[src/rtl/booth_pkg.sv]
// Shared types and helpers for the radix-4 Booth multiplier family.
package booth_pkg;

    typedef enum logic [1:0] {IDLE = 2'd0, EXEC = 2'd1, DONE = 2'd2} state_t;

    typedef enum logic [2:0] {ZERO, ADD1, ADD2, SUB1, SUB2} booth_op_t;

    // Multiplier is widened to an even width with at least one sign-guard bit.
    function automatic int xb_of(input int wb);
        return (wb % 2 == 0) ? wb + 2 : wb + 1;
    endfunction

endpackage

[src/rtl/booth4_mul_param_if.sv]
// op_start/op_clear/op_done handshake plus operand and product bus.
interface booth4_mul_param_if #(
    parameter int WA = 64,
    parameter int WB = 64
);
    logic                 op_start;
    logic                 op_clear;
    logic                 signed_mode;
    logic [WA-1:0]        mtplicand;
    logic [WB-1:0]        mtplier;
    logic                 busy;
    logic                 op_done;
    logic [WA+WB-1:0]     result;

    modport master (
        output op_start, op_clear, signed_mode, mtplicand, mtplier,
        input  busy, op_done, result
    );

    modport slave (
        input  op_start, op_clear, signed_mode, mtplicand, mtplier,
        output busy, op_done, result
    );
endinterface

[src/rtl/booth4_recode.sv]
// Radix-4 Booth digit recoder: {x[2i+1], x[2i], x[2i-1]} -> operation.
module booth4_recode
    import booth_pkg::*;
(
    input  logic [2:0] i_trip,
    output booth_op_t  o_op
);
    always_comb begin
        o_op = ZERO;
        case (i_trip)
            3'b001, 3'b010: o_op = ADD1;
            3'b011:         o_op = ADD2;
            3'b100:         o_op = SUB2;
            3'b101, 3'b110: o_op = SUB1;
            default:        o_op = ZERO;
        endcase
    end
endmodule

[src/rtl/cla_adder.sv]
// Parametrised adder built from a generate/propagate carry network.
module cla_adder #(
    parameter int W = 8
) (
    input  logic [W-1:0] i_a,
    input  logic [W-1:0] i_b,
    input  logic         i_cin,
    output logic [W-1:0] o_sum
);
    logic [W-1:0] w_g;
    logic [W-1:0] w_p;

    assign w_g = i_a & i_b;
    assign w_p = i_a ^ i_b;

    always_comb begin
        logic carry;
        carry = i_cin;
        o_sum = '0;
        for (int i = 0; i < W; i++) begin
            o_sum[i] = w_p[i] ^ carry;
            carry    = w_g[i] | (w_p[i] & carry);
        end
    end
endmodule

[src/rtl/booth4_mul_param.sv]
// Iterative radix-4 Booth multiplier, one digit per cycle, full-width product.
//   state | meaning
//   IDLE  | waiting for op_start; operands latched on accept
//   EXEC  | one Booth digit per cycle, N_IT cycles; op_clear aborts
//   DONE  | result held, op_done high until op_clear
module booth4_mul_param
    import booth_pkg::*;
#(
    parameter int WA = 64,
    parameter int WB = 64
) (
    input  logic clk,
    input  logic reset,
    booth4_mul_param_if.slave bus
);
    localparam int XB   = xb_of(WB);
    localparam int N_IT = XB / 2;
    localparam int PW   = WA + WB;
    localparam int UW   = WA + 2;
    localparam int AW   = UW + XB + 1;
    localparam int CW   = $clog2(N_IT + 1);

    localparam logic [1:0] ST_IDLE = IDLE;
    localparam logic [1:0] ST_EXEC = EXEC;
    localparam logic [1:0] ST_DONE = DONE;

    logic [1:0]    r_state;
    logic [UW-1:0] r_a;
    logic [AW-1:0] r_acc;
    logic [CW-1:0] r_cnt;
    logic [PW-1:0] r_result;

    booth_op_t     w_op;
    logic [UW-1:0] w_a_ext;
    logic [XB-1:0] w_b_ext;
    logic [UW-1:0] w_term;
    logic [UW-1:0] w_addend;
    logic [UW-1:0] w_sum;
    logic          w_sub;
    logic [AW-1:0] w_acc_next;

    assign w_a_ext = {{2{bus.signed_mode & bus.mtplicand[WA-1]}}, bus.mtplicand};
    assign w_b_ext = {{(XB-WB){bus.signed_mode & bus.mtplier[WB-1]}}, bus.mtplier};

    booth4_recode u_recode (
        .i_trip (r_acc[2:0]),
        .o_op   (w_op)
    );

    always_comb begin
        w_term = '0;
        w_sub  = 1'b0;
        case (w_op)
            ADD1: w_term = r_a;
            ADD2: w_term = {r_a[UW-2:0], 1'b0};
            SUB1: begin w_term = r_a;                 w_sub = 1'b1; end
            SUB2: begin w_term = {r_a[UW-2:0], 1'b0}; w_sub = 1'b1; end
            default: ;
        endcase
    end

    // Subtraction as add of the inverted term with carry-in.
    assign w_addend = w_sub ? ~w_term : w_term;

    cla_adder #(.W(UW)) u_add (
        .i_a   (r_acc[AW-1 -: UW]),
        .i_b   (w_addend),
        .i_cin (w_sub),
        .o_sum (w_sum)
    );

    assign w_acc_next = $signed({w_sum, r_acc[XB:0]}) >>> 2;

    always_ff @(posedge clk) begin
        if (reset) begin
            r_state  <= ST_IDLE;
            r_a      <= '0;
            r_acc    <= '0;
            r_cnt    <= '0;
            r_result <= '0;
        end else begin
            case (r_state)
                ST_IDLE: begin
                    if (bus.op_start && !bus.op_clear) begin
                        r_a     <= w_a_ext;
                        r_acc   <= {{UW{1'b0}}, w_b_ext, 1'b0};
                        r_cnt   <= '0;
                        r_state <= ST_EXEC;
                    end
                end
                ST_EXEC: begin
                    if (bus.op_clear) begin
                        r_cnt   <= '0;
                        r_state <= ST_IDLE;
                    end else begin
                        r_acc <= w_acc_next;
                        r_cnt <= r_cnt + 1'b1;
                        if (r_cnt == CW'(N_IT - 1)) begin
                            r_result <= w_acc_next[PW:1];
                            r_state  <= ST_DONE;
                        end
                    end
                end
                ST_DONE: begin
                    if (bus.op_clear) begin
                        r_result <= '0;
                        r_state  <= ST_IDLE;
                    end
                end
                default: r_state <= ST_IDLE;
            endcase
        end
    end

    assign bus.busy    = (r_state == ST_EXEC);
    assign bus.op_done = (r_state == ST_DONE);
    assign bus.result  = r_result;
endmodule
[src/flat_wrapper.sv]
// flat-port wrapper written by rule: the top's interface ports become plain ports
module booth4_mul_param_flat import booth_pkg::*;
#(
    parameter int WA = 64,
    parameter int WB = 64
)
  (clk, reset, bus_op_start, bus_op_clear, bus_signed_mode, bus_mtplicand, bus_mtplier, bus_busy, bus_op_done, bus_result);
  booth4_mul_param_if #(.WA(WA), .WB(WB)) bus_i ();
  input  logic clk;
  input  logic reset;
  input wire logic [$bits(bus_i.op_start)-1:0] bus_op_start;
  input wire logic [$bits(bus_i.op_clear)-1:0] bus_op_clear;
  input wire logic [$bits(bus_i.signed_mode)-1:0] bus_signed_mode;
  input wire logic [$bits(bus_i.mtplicand)-1:0] bus_mtplicand;
  input wire logic [$bits(bus_i.mtplier)-1:0] bus_mtplier;
  output wire logic [$bits(bus_i.busy)-1:0] bus_busy;
  output wire logic [$bits(bus_i.op_done)-1:0] bus_op_done;
  output wire logic [$bits(bus_i.result)-1:0] bus_result;
  assign bus_i.op_start = bus_op_start;
  assign bus_i.op_clear = bus_op_clear;
  assign bus_i.signed_mode = bus_signed_mode;
  assign bus_i.mtplicand = bus_mtplicand;
  assign bus_i.mtplier = bus_mtplier;
  assign bus_busy = bus_i.busy;
  assign bus_op_done = bus_i.op_done;
  assign bus_result = bus_i.result;
  booth4_mul_param #(.WA(WA), .WB(WB)) u_core (.clk(clk), .reset(reset), .bus(bus_i));
endmodule
[config.mk]
export PLATFORM = sky130hd
export DESIGN_NAME = booth4_mul_param_flat
export DESIGN_NICKNAME = d
export VERILOG_FILES = /design/src/rtl/booth_pkg.sv /design/src/rtl/booth4_mul_param_if.sv /design/src/rtl/booth4_recode.sv /design/src/rtl/cla_adder.sv /design/src/rtl/booth4_mul_param.sv /design/src/flat_wrapper.sv
export SDC_FILE = /design/constraint.sdc
export NUM_CORES = 1
export LEC_CHECK = 0
export CORE_ASPECT_RATIO = 0.75
export CORE_UTILIZATION = 35
export CTS_BUF_LIST = sky130_fd_sc_hd__clkbuf_4
export DETAILED_ROUTE_END_ITERATION = 12
export PLACE_DENSITY = 0.56
export SYNTH_ARGS = -nofsm -noshare
export SYNTH_HDL_FRONTEND = slang
export SYNTH_SLANG_ARGS = --single-unit
export TNS_END_PERCENT = 30
[constraint.sdc]
create_clock -name clk -period 40.1 [get_ports clk]
set_clock_uncertainty 0.15 [all_clocks]
set_input_delay 6.015 -clock clk [delete_from_list [all_inputs] [get_ports clk]]
set_output_delay 6.015 -clock clk [all_outputs]
set_load 0.005 [all_outputs]
After elaboration in Yosys (flattened, before gate mapping)
Index checks and enable logic that the tools add are counted.
Cells by class
  add/subtract/negate cells: 1
  equality and inequality tests: 18
  muxes and demuxes: 19
  bitwise logic cells: 201
  reductions and logical operators: 15
Operator list (number)
  128-bit two-way mux: 3
  133-bit two-way mux: 2
  133-bit one-hot mux with 2 select lines: 1
  128-bit one-hot mux with 2 select lines: 1
  66-bit one-hot mux with 2 select lines: 1
  1-bit AND: 67
  66-bit two-way mux: 1
  66-bit inverter: 1
  1-bit XOR: 66
  66-bit XOR: 1
  65-bit AND: 1
  1-bit OR: 65
  3-bit by 2-bit equality test with 1-bit output, second input constant: 4
  3-bit equality test, second input constant: 4
  6-bit two-way mux: 2
  3-bit one-hot mux with 4 select lines: 1
  6-bit one-hot mux with 2 select lines: 1
  2-bit OR reduction: 5
  2-bit two-way mux: 4
  6-bit by 1-bit adder with 6-bit output, second input constant: 1
  3-bit by 1-bit equality test with 1-bit output, second input constant: 2
  6-bit equality test, second input constant: 1
  2-bit one-hot mux with 3 select lines: 1
  3-bit AND reduction: 2
  other kinds (12): 16
Word-level totals
  register bits after elaboration: 334
  output and inout port bits: 130

Longest topological paths before layout
Gate-level depths: netlist of run 1.
  depth after elaboration: 142
  depth in mapped cells: 76

Hierarchy
From an unflattened synthesis of run 1, not the netlist that was laid out.
Second synthesis, totals
  cell total of the unflattened synthesis: 1950
  area, all modules: 15777.6 um^2
By module, submodules not included
  booth4_mul_param: instances 1, cells an instance 1875, area each 14400.1 um^2
  cla_adder: instances 1, cells an instance 71, area each 1343.8 um^2
  booth4_recode: instances 1, cells an instance 4, area each 33.8 um^2

Worst setup path before layout of run 1
OpenSTA, ideal clock, no wires.
  path kind: register to register
  start point: register u_core.r_acc[0]
  end point: register u_core.r_acc[131]
  arrival time: 28.930 ns
  data required time: 39.854 ns
  path slack: 10.924 ns
  cell stages (with the launch flop): 77
  path buffers: 2
  period minus slack after synthesis: 29.176 ns
  cells stage by stage: dfxtp_1 -> inv_1 -> ha_1 -> nor2_2 -> xnor2_1 -> a21oi_2 -> buf_4 -> buf_6 -> a21oi_1 -> fa_1 -> fa_1 -> fa_1 -> fa_1 -> fa_1 -> fa_1 -> fa_1 -> fa_1 -> fa_1 -> [41 not listed] -> fa_1 -> fa_1 -> fa_1 -> fa_1 -> fa_1 -> fa_1 -> fa_1 -> fa_1 -> fa_1 -> fa_1 -> fa_1 -> fa_1 -> fa_1 -> fa_1 -> xor2_1 -> xnor2_1 -> xnor2_1 -> o41ai_2
Between the ends
  cells in the longest elaborated chain, start to end: 142
Ends and longest elaborated chain
  start, declared: line booth4_mul_param.sv:29  | logic [AW-1:0] r_acc;
  start signal, assigned: line booth4_mul_param.sv:86  | r_acc <= {{UW{1'b0}}, w_b_ext, 1'b0};
  start signal, assigned: line booth4_mul_param.sv:96  | r_acc <= w_acc_next;
  3-bit equality test, or another cell as far along: line booth4_recode.sv:10  | case (i_trip)
  2-bit OR reduction: line booth4_recode.sv:10
  3-bit one-hot mux with 4 select lines *: line booth4_recode.sv:10
  3-bit by 2-bit equality test with 1-bit output, or another cell as far along: line booth4_mul_param.sv:53  | case (w_op)
  2-bit OR reduction (no line)
  66-bit one-hot mux with 2 select lines: line booth4_mul_param.sv:53
  66-bit inverter: line booth4_mul_param.sv:63  | assign w_addend = w_sub ? ~w_term : w_term;
  66-bit two-way mux: line booth4_mul_param.sv:63
  [126 not listed]
  1-bit OR: line cla_adder.sv:22  | carry = w_g[i] | (w_p[i] & carry);
  1-bit AND: line cla_adder.sv:22
  1-bit OR: line cla_adder.sv:22
  1-bit AND: line cla_adder.sv:22
  1-bit OR: line cla_adder.sv:22
  1-bit XOR *: line cla_adder.sv:21  | o_sum[i] = w_p[i] ^ carry;
  133-bit two-way mux *: line booth4_mul_param.sv:92  | if (bus.op_clear) begin
  133-bit one-hot mux with 2 select lines *: line booth4_mul_param.sv:82  | case (r_state)
Every way passes the cells marked *; elsewhere a longest branch is shown, timed or not. The select of a mux whose other input is x is not followed.
A chain may end at the register's enable or synchronous reset.

Worst setup path after layout of run 1
  start point: register u_core.r_acc[1]
  end point: register u_core.r_acc[131]
The elaborated chain is that of the path after synthesis.

==> results of run 1 <==
-- power by group --
part / internal, W / leakage, nW / switching, W
clock network: 0.000157 / 0.644 / 0.000141
registers: 0.000339 / 2.69 / 0.00000738
logic: 0.0000295 / 3.22 / 0.0000409
total: 0.000525 / 6.56 / 0.000189
-- through the flow --
step,area (um2),utilization [%]
after global routing,18700,44.6
final,18700,44.6
after floorplan,14900,-
after global placement,17600,42.0
after detailed placement,17600,42.0
after CTS,18700,44.5
-- synth_stat cells --
| library cell | number | share of area (%) |
|---|---|---|
| nand2_1 | 397 | 10 |
| dfxtp_1 | 332 | 44 |
| a21oi_1 | 200 | 6.7 |
| nor2_1 | 136 | 3.4 |
| nand3_1 | 133 | 4.5 |
| a22oi_1 | 119 | 6.0 |
| a311oi_1 | 66 | 3.9 |
| buf_2 | 65 | 2.2 |
| xor2_1 | 65 | 3.8 |
| fa_1 | 64 | 8.6 |
| clkbuf_1 | 62 | 1.6 |
| buf_4 | 16 | 0.80 |
| buf_6 | 11 | 0.83 |
| a22oi_2 | 8 | 0.67 |
| ha_1 | 6 | 0.50 |
| inv_1 | 6 | 0.15 |
| a211oi_1 | 4 | 0.20 |
| nand3b_1 | 4 | 0.20 |
| xnor2_1 | 4 | 0.23 |
| buf_1 | 3 | 0.075 |
| nand2b_1 | 3 | 0.13 |
| o21ai_0 | 3 | 0.10 |
| and3_1 | 2 | 0.084 |
| nor2_2 | 2 | 0.084 |
| nor3_1 | 2 | 0.067 |
| o41ai_2 | 2 | 0.22 |
| a21boi_1 | 1 | 0.050 |
| a21oi_2 | 1 | 0.059 |
| and2_1 | 1 | 0.042 |
| inv_2 | 1 | 0.025 |
| mux2i_1 | 1 | 0.067 |
| nor2_8 | 1 | 0.13 |
| nor2b_1 | 1 | 0.042 |
| nor3_4 | 1 | 0.11 |
| nor3b_1 | 1 | 0.050 |
| nor4_2 | 1 | 0.084 |
| o21a_1 | 1 | 0.050 |
-- sequential cells by signal, summed over array words and instances, names as in the netlist --
register,count
u_core.r_state,2
u_core.r_cnt,6
u_core.r_acc,131
u_core.bus.result,128
u_core.r_a,65
-- worst min-delay path by stage --
| stage | startpoint | endpoint | depth (start not counted) | slack [ns] |
|---|---|---|---|---|
| global placement | u_core.r_acc[57] | u_core.bus.result[54] | 2 | 0.31 |
| global route | u_core.r_acc[7] | u_core.bus.result[4] | 2 | 0.33 |
| finish | u_core.r_acc[7] | u_core.bus.result[4] | 2 | 0.29 |
| floorplan | u_core.r_a[64] | u_core.r_a[64] | 2 | 0.30 |
| detailed placement | u_core.bus.result[37] | u_core.bus.result[37] | 2 | 0.31 |
| CTS | u_core.r_acc[7] | u_core.bus.result[4] | 2 | 0.30 |
-- routing by layer --
layer	GRT usage (%)	up-vias	part of all wire [%]
li1	-	6368	-
met1	27.3	6241	47
met2	30.5	291	46
met3	3.76	80	4.4
met4	6.70	0	2.4
met5	0	-	0
-- final cells by class --
type | count | area share, %
multi-input combinational | 1230 | 40.1
sequential | 332 | 35.5
timing repair buffer | 277 | 14.6
clock buffer | 127 | 5.09
tap | 569 | 3.80
clock inverter | 19 | 0.715
inverter | 7 | 0.140
antenna | 1 | 0.0134
-- critical path, delay by kind of cell (launching register included) --
family,cells,cell delay [ns]
AOI/OAI and AO/OA,3,0.52
xor gates and xnor gates,4,0.56
adders and majority gates,65,27.81
buffers and inverters,3,1.03
DFF,1,0.39
and+or+nand+nor,1,0.17
-- logic make-up (layout without fill, tap and decap cells) --
logic type                 Yosys count  count (layout)
and+or+nand+nor                    685             685
AOI/OAI and AO/OA                  405             405
DFF                                332             332
buffers and inverters              164             430
adders and majority gates           70              70
xor gates and xnor gates            69              69
muxes                                1               1
other                                0               1
==> results list, run 1 <==
- The synthesized netlist contains 37 unique library cells.
- Vertical die dimension: 181 um
* Critical Path Start: u_core.r_acc[1]
- Share of cell area taken by muxes after synthesis: 0.0670%
* Final cycle utilization of the critical path: roughly three quarters
- The mapped netlist covers 14900 um2.
- After synthesis, the largest family of logic cells by area is simple AND/OR/NAND/NOR gates.
- The critical path ends at u_core.r_acc[131].
- In the final timing run, aggregate negative setup slack is 0 ns.
- Via count of the first global-routing pass: 12500
- Final Max Slew Viols: 0
- From synthesis to final layout, the design area changed by 25.3%.
- In the final layout, the share of cells above drive strength 1 is 8.84%.
* Synth Area in Simple Gates: approximately a fifth
* Initial DRT Pass Iterations: 5
- Number of buffers added to fix hold violations after cts: 0
- The tightest hold path in the finished design has a slack of 0.293 ns.
- The wire-length estimate of the detail-placed layout is around 27000 um.
- Aggregate global routing overflow: 0
* Area of the multi-input gates: 7520 um2
- The number of placed instances, taps included, is 2415.
* Final ANT Viol Nets: 0
* Total power draw: 0.000714 W
- Time the worst path needs with I/O delays and setup: 30.79 ns
- Capture instance of the worst register-to-register path: u_core.r_acc[131]
* Net count after synthesis: 1929
- IO Port Bufs: 262
- The worst setup path is of the register to register kind.
* Status: finished, final reports clean
- Initial drt markers: around 830
- Global-route total usage across every layer: approximately a fifth
- H-tree depth: 3
* Sequential Area: approximately 6600 um2
* Largest voltage drop on the vdd net: 0.0000171 V
- Delay of the slowest cell on the worst path: ~0.61 ns
- The filler cells instantiated in the layout total between 4000 and 5000.
- Each instance of the synthesized netlist takes up on average ~8.7 um2.
* Leading cell type in the layout, fill and taps excluded: nand2_1
- Critical Path Fanout Max: 44
- For this design the static power due to leakage is ~6.6 nW.
* CTS clk-pin slew, worst paths: 0.06 ns
- The floorplan step set the die width to roughly 240 um.
* # Max-Cap Violations: 0
- Setup violations remaining at the end of the flow were counted as 0.
- Remaining max-slew budget at the tightest pin: 24.2%
- Share of the yosys chip area belonging to registers: between 40% and 50%
* Clock tree from TritonCTS: done
- The clock passes through at most 3 buffers.
- Number of antenna violations at the first check in global routing: 1
- Cell type with the highest occurrence count on the critical path: fa_1
- Number of standard cells after synthesis: between 1500 and 2000
* Via count of the routed design: around 13000
- Row count: 65
- For this run, the number of standard cells in the final layout without fillers is 2562.
- Number of nets in the finished design: about 2100
* Resize count post-CTS: 0
- Boundary pin count: around 260
- In the layout the commonest cells are 395 x nand2_1, 332 x dfxtp_1, 261 x clkdlybuf4s50_1, 200 x a21oi_1, 136 x nor2_1.
- Initial Utilization: 35.6%
* Total wire length: 42800 um
- At the pin with the least slew margin, the transition time is around 1.1 ns.
- Type of the worst min-delay path: register to register
- For this run, the number of Yosys warnings is 0.
- The congestion estimate from routability-driven global placement came to 0.834.
- Skew-Pair Late Insertion Delay: roughly 0.75 ns
* Required time worst endpoint: between 40 and 50 ns
- Xor and xnor fraction of the mapped netlist area: 4.04%
* Highest attainable clock frequency: 0.0325 GHz
- Number of hold violations in the final report: 0
- Before CTS, the worst setup slack after placement is between 9 and 10 ns.
- In this run the power density over the cells is 38.1 nW/um2.
- The tree is rooted in a clkbuf_4.
* Largest net degree at the start of global routing: 135
- Setup repair after global routing left no endpoint under its margin.
- Average vias per placed instance: 5.07
- Counting cells, the worst reg-to-reg path comes to 76.
- Num CTS Buffers: between 80 and 90
- The worst register-to-register path begins at u_core.r_acc[1].
* Signal arrival time at the worst endpoint: 31.30 ns
- Detail-routed net length per standard cell: 16.7 um
- Counting every sink on the clock net gives around 330.
* Worst reg-to-reg setup slack: about 9.3 ns
- Cell with the biggest individual delay on the critical path: buf_4
* Wire length of the first global-routing pass: just under 70000 um
* Detailed-route DRC error count: 0
- Setup slack closes at a little over 9 ns.
- Counting flops and latches in the post-synthesis netlist gives about 330.
* Worst setup SP type: register
* Buffers inserted during post-CTS setup optimization: 0
- Die Outline Area: 43600 um2
* Adder-Cell Fraction of Synth Area: 9.07%
- Area fraction in compound gates after synthesis: 17.9%
- Core Area: about 42000 um2
- STA classifies the critical path endpoint as a register.
(Power assumes the default switching activity.)
==> run 2, diff against run 1 <==
- clock period: 40.1 -> 29.4 ns (I/O delays scaled with it)
==> run 2 against run 1 <==
Global-route usage rose by 0.55 points. Worst setup slack worse by 8.3 ns. Fmax is 8.5% higher. Count of clock-buffer cells in the layout up 7. Critical path type unchanged. Combinational power increased by 39%. Power increased by 38%.
==> results list, run 2 (synthesis gave the netlist of run 1 again) <==
- Number of buffers added to fix hold violations after cts: 0 (unchanged)
- The clock sink count is 332 (unchanged).
- The pin count of the biggest net entering global routing is 132 (-2.2%).
- The count of buffers from port buffering is 262 (unchanged).
- Remaining max-slew budget at the tightest pin: 24.6% (+0.38 points)
- The static leakage came to 6.58 nW (+0.45%).
- The top cell types in the final layout, fill and taps aside, are 395 x nand2_1, 331 x dfxtp_1, 261 x clkdlybuf4s50_1, 199 x a21oi_1, 136 x nor2_1.
* Top cell family by delay on the critical path: adder cells
- For this design, the slowest cell found on the critical path is fa_1.
- Initial Utilization: 35.6% (unchanged)
- Clock tree buffer depth: 3 (unchanged)
- Leaving out fill and tap cells, the most frequent cell in the layout is nand2_1.
- The data arrival time of the worst path was 28.88 ns (-2.42 ns).
- Global-route total usage across every layer: 20.2% (+0.55 points)
- The flow ran to the end, and the final reports show no timing, DRC or antenna violations.
- Number of endpoints failing setup at the final stage: 0 (unchanged)
- Final Instance Count excl. Fillers: 2579 (+0.66%)
- Final ANT Viol Nets: 0 (unchanged)
- Share of layout cells above drive strength 1: 10.9% (+2.1 points)
* Top register by number of flip-flops: u_core.r_acc
- H-tree depth: 3 (unchanged)
- Worst setup SP type: register
- Total wire length: 44100 um (+2.9%)
* CTS clk-pin slew, worst paths: 0.06 ns (about the same)
- Final cycle utilization of the critical path: 96.5% (+20 points)
- The flip-flop count of the largest register after layout came to 131 (unchanged).
- Type of the worst min-delay path: register to register
- Wire length of the first global-routing pass: 70200 um (+2.0%)
- Start point of the worst min-delay path: u_core.r_acc[7]
- RSZ-0062 raised after global routing: no
* Required time worst endpoint: 29.91 ns (-10.70 ns)
- Largest voltage drop on the vdd net: 0.0000230 V (+35%)
- Area overhead of the layout relative to synthesis: 26.7%
- Number of hold violations in the final report: 0 (unchanged)
- The time the worst path needs with I/O delays and setup came to 28.37 ns (-2.42 ns).
- Critical Path Fanout Max: 3 (-93%)
- Die extent in x: 241 um (unchanged)
* Cell type with the highest occurrence count on the critical path: fa_1
* Core Area: 42000 um2 (unchanged)
* Critical Path Start: u_core.r_acc[0]
* Vertical die dimension: 181 um (unchanged)
- Post-Place Worst Slack: -0.577 ns (-9.76 ns)
- Aggregate global routing overflow: 0 (unchanged)
- Clock tree from TritonCTS: done
* Power per Cell Area: 52.1 nW/um2 (+37%)
- The critical path is of the register to register type.
* Boundary pin count: 263 (unchanged)
- Cell count after placement: 2424 (+0.37%)
* Min setup slack post-route: 1.03 ns (-8.28 ns)
- The floorplan die area was 43600 um2 (unchanged).
- Row count: 65 (unchanged)
* Number of antenna violations at the first check in global routing: 3 (+2)
* Via count of the first global-routing pass: 13000 (+3.4%)
- Initial drt markers: 739 (-11%)
- The detailed-placement wirelength estimate was 28000 um (+3.8%).
- The largest stage delay on the critical path was 0.44 ns (-0.17 ns).
- The buffers plus inverters on the worst setup path was 2 (-1).
- Num CTS Buffers: 91 (+4.6%)
* GP Congestion: 0.811 (-2.8%)
- The clock latency at the later pin of the worst-skew pair came to 0.77 ns (+0.02 ns).
- Transition time at the pin with the least slew margin: 1.13 ns (-0.00575 ns)
- In this run the critical register-to-register path is launched from u_core.r_acc[0].
- Element type at the critical path end: register
- The number of vias per cell came to 5.08 (+0.31%).
* Initial DRT Pass Iterations: 5 (unchanged)
* # Max-Cap Violations: 0 (unchanged)
* CTS Root Buffer Type: clkbuf_4
- Number of nets in the finished design: 2151 (+0.61%)
- The total number of vias is 13100 (+0.97%).
* Highest attainable clock frequency: 0.0352 GHz (+8.5%)
* Detail-routed net length per standard cell: 17.1 um (+2.2%)
* Detailed-route DRC error count: 0 (unchanged)
* Final Max Slew Viols: 0 (unchanged)
-- run 2: routing by layer --
| layer | global-route usage, % | vias up | wire, um |
|---|---|---|---|
| met1 | 27.5 | 6382 | 20500 |
| met2 | 31.6 | 262 | 20800 |
| li1 | - | 6395 | - |
| met5 | 0 | - | 0 |
| met4 | 7.44 | 0 | 908 |
| met3 | 4.11 | 67 | 1880 |
-- run 2: worst min-delay path: stages (launching register included) --
cell     delay, ns
dfxtp_1       0.31
nand2_1       0.05
a21oi_1       0.05
-- run 2: per-stage QoR --
step	area [um2]	total power [W]	TNS, ns	utilization (%)	hold WS [ns]
final	18900	0.000988	0	45.1	0.290
after CTS	18900	0.00100	0	45.0	0.297
after global routing	18900	0.00104	0	45.1	0.325
after detailed placement	17700	0.000579	-0.836	42.1	0.308
after global placement	17700	0.000578	-0.238	42.1	0.305
after floorplan	14900	0.000542	0	-	0.295
-- run 2: where the power goes --
part	internal [W]	switching, W	total, W	leakage (nW)
Sequential	0.000462	0.0000105	0.000473	2.70
Combinational	0.0000420	0.0000561	0.0000980	3.22
Clock	0.000224	0.000193	0.000417	0.673
Total	0.000728	0.000260	0.000988	6.58
-- run 2: repair_timing --
action,CTS,global route
setup endpoints to repair,3,3
resized for setup,17,14
buffers inserted,0,0
pin swaps,1,2
-- run 2: final cells by class --
cell class | instances | area [um2]
Antenna cell | 3 | 7.51
Clock buffer | 134 | 1010
Clock inverter | 18 | 125
Fill cell | 4212 | 23100
Inverter | 7 | 26.3
Multi-Input combinational cell | 1230 | 7610
Sequential cell | 332 | 6650
Tap cell | 569 | 712
Timing Repair Buffer | 286 | 2810
-- run 2: path summary, 6_finish.rpt --
check / cells after the start / slack, ns / to
max: 74 / 1.03 / u_core.r_acc[131]
min: 2 / 0.29 / u_core.bus.result[4]
max reg2reg: 74 / 1.03 / u_core.r_acc[131]
min reg2reg: 2 / 0.29 / u_core.bus.result[4]
